### src/rtl/diff_line_coder.sv
// ---------------------------------------------------------------------------
// diff_line_coder
//   AXI-Stream line coder for the demodulator bit path. Each beat carries
//   BITS_PER_BEAT data bits (LSB first). Four runtime modes:
//     00 DIFF_DEC  NRZI decode
//     01 DIFF_ENC  NRZI encode
//     10 DMAN_ENC  differential-Manchester encode (2 half-bits per bit)
//     11 DMAN_DEC  differential-Manchester decode with violation detection
//   A one-bit history level L chains the coding across bits and beats.
//   The mode is latched at the first beat of a packet and held until tlast.
//   Output is a single register stage: 1-cycle latency, full throughput.
//
// Ports
//   s00_axis_aclk, s00_axis_aresetn   clock, async active-low reset
//   s00_axis_*                        slave stream (tstrb ignored)
//   m00_axis_*                        master stream (tstrb all ones,
//                                     tdata zero-extended)
//   mode        coding mode, sampled at packet start
//   viol_clr    synchronous clear of viol_flag / viol_count
//   viol_flag   sticky: any DMAN_DEC violation seen
//   viol_count  saturating DMAN_DEC violation count
// ---------------------------------------------------------------------------
module diff_line_coder #(
   parameter int C_S00_AXIS_TDATA_WIDTH = 32,
   parameter int C_M00_AXIS_TDATA_WIDTH = 32,
   parameter int BITS_PER_BEAT          = 1,
   parameter bit INIT_LEVEL             = 1'b1,
   parameter bit RESET_ON_TLAST         = 1'b1
) (
   input  logic                                s00_axis_aclk,
   input  logic                                s00_axis_aresetn,
   input  logic                                s00_axis_tvalid,
   input  logic                                s00_axis_tlast,
   input  logic [C_S00_AXIS_TDATA_WIDTH-1:0]   s00_axis_tdata,
   input  logic [C_S00_AXIS_TDATA_WIDTH/8-1:0] s00_axis_tstrb,
   output logic                                s00_axis_tready,
   input  logic                                m00_axis_tready,
   output logic                                m00_axis_tvalid,
   output logic                                m00_axis_tlast,
   output logic [C_M00_AXIS_TDATA_WIDTH-1:0]   m00_axis_tdata,
   output logic [C_M00_AXIS_TDATA_WIDTH/8-1:0] m00_axis_tstrb,
   input  logic [1:0]                          mode,
   input  logic                                viol_clr,
   output logic                                viol_flag,
   output logic [15:0]                         viol_count
);

   typedef enum logic [1:0] {
      DIFF_DEC = 2'b00,
      DIFF_ENC = 2'b01,
      DMAN_ENC = 2'b10,
      DMAN_DEC = 2'b11
   } mode_t;

   typedef enum logic {IDLE, ACTIVE} pkt_state_t;

   localparam int NB = BITS_PER_BEAT;
   localparam int CW = 2 * NB;

   pkt_state_t                        state, state_next;
   mode_t                             active_mode, beat_mode;
   logic                              hist, hist_next, lvl;
   logic [CW-1:0]                     in_bits;
   logic [C_M00_AXIS_TDATA_WIDTH-1:0] data_next;
   logic [NB-1:0]                     viol_vec;
   logic [4:0]                        viol_n;
   logic [16:0]                       viol_sum;
   logic                              in_hs, out_hs;
   logic                              unused_inputs;

   assign s00_axis_tready = m00_axis_tready | ~m00_axis_tvalid;
   assign in_hs           = s00_axis_tvalid & s00_axis_tready;
   assign out_hs          = m00_axis_tvalid & m00_axis_tready;
   assign m00_axis_tstrb  = '1;
   assign in_bits         = s00_axis_tdata[CW-1:0];
   assign unused_inputs   = ^{s00_axis_tstrb, s00_axis_tdata};

   // The first beat of a packet is coded with the mode it presents itself.
   assign beat_mode = (state == IDLE) ? mode_t'(mode) : active_mode;

   // ---------------- bit coding, chained through the history level -------
   // NOTE: defaults are assigned first so every path writes every signal;
   // otherwise this block would infer latches.
   always_comb begin
      data_next = '0;
      viol_vec  = '0;
      viol_n    = '0;
      lvl       = hist;
      // NOTE: blocking assignments here let each bit see the level left by
      // the previous bit in the same beat; all registers use <= instead.
      for (int i = 0; i < NB; i++) begin
         case (beat_mode)
            DIFF_DEC: begin
               data_next[i] = in_bits[i] ^ lvl;
               lvl          = in_bits[i];
            end
            DIFF_ENC: begin
               data_next[i] = in_bits[i] ^ lvl;
               lvl          = data_next[i];
            end
            DMAN_ENC: begin
               data_next[2*i]   = in_bits[i] ? lvl : ~lvl;
               data_next[2*i+1] = ~data_next[2*i];
               lvl              = data_next[2*i+1];
            end
            DMAN_DEC: begin
               // No transition at the bit boundary means a 1; a missing
               // mid-bit transition is a code violation.
               data_next[i] = (in_bits[2*i] == lvl);
               viol_vec[i]  = (in_bits[2*i] == in_bits[2*i+1]);
               lvl          = in_bits[2*i+1];
            end
         endcase
         viol_n = viol_n + 5'(viol_vec[i]);
      end
      hist_next = lvl;
   end

   assign viol_sum = {1'b0, viol_count} + 17'(viol_n);

   // ---------------- packet state machine --------------------------------
   always_comb begin
      state_next = state;
      if (in_hs) state_next = s00_axis_tlast ? IDLE : ACTIVE;
   end

   always_ff @(posedge s00_axis_aclk or negedge s00_axis_aresetn) begin
      if (!s00_axis_aresetn) begin
         state       <= IDLE;
         active_mode <= DIFF_DEC;
      end else begin
         state <= state_next;
         if (in_hs && state == IDLE) active_mode <= mode_t'(mode);
      end
   end

   // ---------------- output register and history -------------------------
   always_ff @(posedge s00_axis_aclk or negedge s00_axis_aresetn) begin
      if (!s00_axis_aresetn) begin
         m00_axis_tvalid <= 1'b0;
         m00_axis_tlast  <= 1'b0;
         m00_axis_tdata  <= '0;
         hist            <= INIT_LEVEL;
      end else if (in_hs) begin
         m00_axis_tvalid <= 1'b1;
         m00_axis_tlast  <= s00_axis_tlast;
         m00_axis_tdata  <= data_next;
         hist            <= (s00_axis_tlast && RESET_ON_TLAST) ? INIT_LEVEL : hist_next;
      end else if (out_hs) begin
         m00_axis_tvalid <= 1'b0;
         m00_axis_tlast  <= 1'b0;
      end
   end

   // ---------------- violation accounting --------------------------------
   always_ff @(posedge s00_axis_aclk or negedge s00_axis_aresetn) begin
      if (!s00_axis_aresetn) begin
         viol_flag  <= 1'b0;
         viol_count <= '0;
      end else if (viol_clr) begin
         // Clear wins over any violations arriving on the same edge.
         viol_flag  <= 1'b0;
         viol_count <= '0;
      end else if (in_hs && viol_n != 0) begin
         viol_flag  <= 1'b1;
         viol_count <= viol_sum[16] ? 16'hFFFF : viol_sum[15:0];
      end
   end

endmodule

### config.mk
export PLATFORM = sky130hd
export DESIGN_NAME = diff_line_coder
export DESIGN_NICKNAME = d
export VERILOG_FILES = /design/src/rtl/diff_line_coder.sv
export SDC_FILE = /design/constraint.sdc
export NUM_CORES = 1
export LEC_CHECK = 0
export ABC_AREA = 1
export BUFFER_PORTS_ARGS = -buffer_cell sky130_fd_sc_hd__buf_2
export CAP_MARGIN = 20
export CORE_MARGIN = 2
export CORE_UTILIZATION = 48
export DETAILED_ROUTE_END_ITERATION = 8
export GPL_ROUTABILITY_DRIVEN = 0
export GPL_TIMING_DRIVEN = 1
export PLACE_DENSITY = 0.93
export SYNTH_ARGS = -nofsm -noshare
export SYNTH_HDL_FRONTEND = slang
export SYNTH_SLANG_ARGS = --single-unit
### constraint.sdc
create_clock -name s00_axis_aclk -period 3.75 [get_ports s00_axis_aclk]
set_input_delay 0.1875 -clock s00_axis_aclk [delete_from_list [all_inputs] [get_ports s00_axis_aclk]]
set_output_delay 0.1875 -clock s00_axis_aclk [all_outputs]
set_load 0.02 [all_outputs]
==> qor.yml <==
placed_design:
  dpl.hpwl_um: 2590
  port-buffer-count: 31
  placed_cell_area_um2: 1870
timing:
  clock-skew-final_ps: 1.81
  maxSlewViolCount: 0
  grt_setup_unrepaired: "false"
  timing.slew.headroom_pct: 62.7
  finalHoldViolCount: 0
  setup-tns-final_ps: 0
  fin_crit_sh_pct: 63.6
  timing_worst_slew_pin_value_ps: 559
  timing.final.setup_violations: 0
  fmaxAchievable_mhz: 420
  post-route-min-period_ps: 2380
clocking:
  cts_root_buf: "sky130_fd_sc_hd__clkbuf_8"
  cts_made_buffers: 3
  number_of_sinks_handled_by_clock_tree_synthesis: 25
  cts_tree: "done"
  clk_pin_slew_ps: 90
  post-cts-setup-buffer-count: 0
  cts-resized-gates: 0
  clock_path_buffers: 2
  cts.htree.levels: 1
  hold_buffers: 1
  worst_skew_pair.late_latency_ps: 270
synthesis:
  yosysTopAreaCellShare_pct: 33.2
  yosys.cell_types.count: 30
  synth_common_cells: "78 x sky130_fd_sc_hd__nand2_1, 34 x sky130_fd_sc_hd__buf_4, 34 x sky130_fd_sc_hd__nand3_1"
  ys_seq_area_share_pct: 34.6
  synth_area_um2: 1810
  synth.most_common_cell: "sky130_fd_sc_hd__nand2_1"
  synth_top_cells_by_area: "sky130_fd_sc_hd__dfrtp_1 33%, sky130_fd_sc_hd__nand2_1 16%, sky130_fd_sc_hd__buf_4 14%"
  synth_edf_count: 0
  synth_warnings: 0
  asyncSetResetFlopFracSynth_pct: 100
  syn-instance-count: 255
  synth_seq_cells: 25
  synth_flop_cell: "sky130_fd_sc_hd__dfrtp_1"
  synth_area_leader_cell: "sky130_fd_sc_hd__dfrtp_1"
  syn_avg_cell_area_um2: 7.10
detailed_routing:
  dr_total_vias: 1624
  post-route-drc-count: 0
  met3_wirelength_um: 238
  wl_met2_um: 1720
  first_pass_iters: 4
  wl_met1_um: 1570
  wl_per_cell_um: 10.7
  detail_route.vias_per_cell: 4.88
  routed.top_layer: "met4"
  detail-route-antenna-nets: 0
  routed_wirelength_um: 3580
  drtIter0Drc: 70
die:
  initial_core_util_pct: 49.8
  row_count: 22
  core_region_area_um2: 3630
  design.die.area_um2: 4280
  number_of_top_level_pins: 100
  chipWidth_um: 65.4
  dieHeight_um: 65.4
finish:
  antenna_cells: 0
  area_delta_synth_final_pct: 6.15
  finish.instance_area_um2: 1920
  nNetsFinal: 332
  area.sequential_um2: 627
  multi_input_area_um2: 945
  num-fill-cells: 358
  fraction_of_final_layout_cells_sized_beyond_drive_strength_1_pct: 16.5
global_route:
  grt_remaining_overflow: 0
  first_global_vias: 1520
  global_route_wire_length_before_repair_um: 6430
  antenna_found_initial: 0
  grt_max_degree: 26
  gr-usage-all-layers_pct: 18.9
setup_path:
  timing.critical_path.to_type: "flop"
  critical_path_arrival_ps: 2600
  cp_max_fo: 15
  critPathLaunchType: "flop"
  path_class: "flop to flop"
  crit_required_ps: 3960
  timing.reg2reg.setup_slack_ps: 1370
worst_hold_path:
  worst_hold_path_type: "primary input to flop"
power:
  power_density_nw_per_um2: 304
  ir_worst_vdd_mv: 0.161
  cellLeakagePower_uw: 0.00107
flow_run:
  max_cap_viol_count: 0
status:
  outcome: "completed"
-- sequential cells by signal (all words and copies together), names as in the netlist --
| register | count |
|---|---|
| viol_count | 16 |
| m00_axis_tlast | 1 |
| active_mode | 2 |
| m00_axis_tdata | 2 |
| state | 1 |
| hist | 1 |
| viol_flag | 1 |
| m00_axis_tvalid | 1 |
-- where the power goes --
group | total, µW | internal [µW] | switching, µW
clock network | 164 | 74.4 | 89.2
registers | 299 | 288 | 10.9
logic | 122 | 29.5 | 92.9
total | 585 | 392 | 193
-- worst paths after layout --
kind,startpoint,to,cells past startpoint
setup / recovery,state$_DFFE_PN0P_,viol_count[5]$_DFFE_PN0P_,12
hold reg to reg,m00_axis_tdata[0]$_DFFE_PN0P_,m00_axis_tdata[0]$_DFFE_PN0P_,2
hold / removal,viol_clr,viol_flag$_DFFE_PN0P_,2
min in group asynchronous,s00_axis_aresetn,viol_count[14]$_DFFE_PN0P_,2
setup reg to reg,state$_DFFE_PN0P_,viol_count[5]$_DFFE_PN0P_,12
max in group asynchronous,s00_axis_aresetn,hist$_DFFE_PN1P_,2
-- cell type report --
class	instances	area share (%)
clock buffers	3	2.15
repair buffers	32	8.59
multi-input cells	203	49.2
well taps	48	3.13
flip-flops and latches	25	32.6
inverters	21	4.10
clock inverters	1	0.260
-- layout by cell type (no fill, tap or decap), types with 2 or more instances in the layout --
cell type                  instances
sky130_fd_sc_hd__a21oi_1           4
sky130_fd_sc_hd__buf_2            31
sky130_fd_sc_hd__clkbuf_8          3
sky130_fd_sc_hd__conb_1           34
sky130_fd_sc_hd__dfrtp_1          24
sky130_fd_sc_hd__ha_1              2
sky130_fd_sc_hd__inv_1            19
sky130_fd_sc_hd__inv_2             2
sky130_fd_sc_hd__nand2_1          78
sky130_fd_sc_hd__nand2_2           2
sky130_fd_sc_hd__nand3_1          34
sky130_fd_sc_hd__nand4_1           4
sky130_fd_sc_hd__nor2_1           20
sky130_fd_sc_hd__nor2_4            2
sky130_fd_sc_hd__o21ai_0           7
sky130_fd_sc_hd__o21ai_2           2
sky130_fd_sc_hd__xnor2_1           3
sky130_fd_sc_hd__xor2_1            2
-- per-stage QoR --
stage	worst slack [ps]	hold WS, ps	util, %	power (µW)	cells
6_report	1370	113	52.9	585	333
5_1_grt	1020	131	52.9	616	333
4_1_cts	1380	115	52.9	587	333
3_5_place_dp	1400	210	51.3	426	328
3_3_place_gp	1470	203	51.3	421	328
2_1_floorplan	1740	-108	-	422	287
-- per-layer routing --
layer	vias up	track usage, %
li1	804	-
met1	751	23.4
met2	64	32.1
met3	5	3.25
met4	0	8.33
met5	-	0
-- critical path, cell delays in order (launching register included) --
cell and delay, ps:
sky130_fd_sc_hd__dfrtp_1 450, sky130_fd_sc_hd__o21ai_2 330, sky130_fd_sc_hd__nand2_1 110, sky130_fd_sc_hd__a21oi_1 210
sky130_fd_sc_hd__ha_1 190, sky130_fd_sc_hd__nand2_1 110, sky130_fd_sc_hd__nor2_4 170, sky130_fd_sc_hd__nand2_1 110
sky130_fd_sc_hd__inv_2 80, sky130_fd_sc_hd__nand3_2 250, sky130_fd_sc_hd__nand2_1 170, sky130_fd_sc_hd__nand2_1 70
sky130_fd_sc_hd__nand2_1 80
-- kinds of logic after synthesis --
group | share of synthesized area, %
adder cells (fa/ha/maj) | 1.38
XOR/XNOR | 2.42
AND/OR/NAND/NOR | 36.5
other | 0.415
AO/OA/AOI/OAI | 4.84
flip-flops | 34.6
buffers and inverters | 19.8
(Power assumes the default switching activity.)
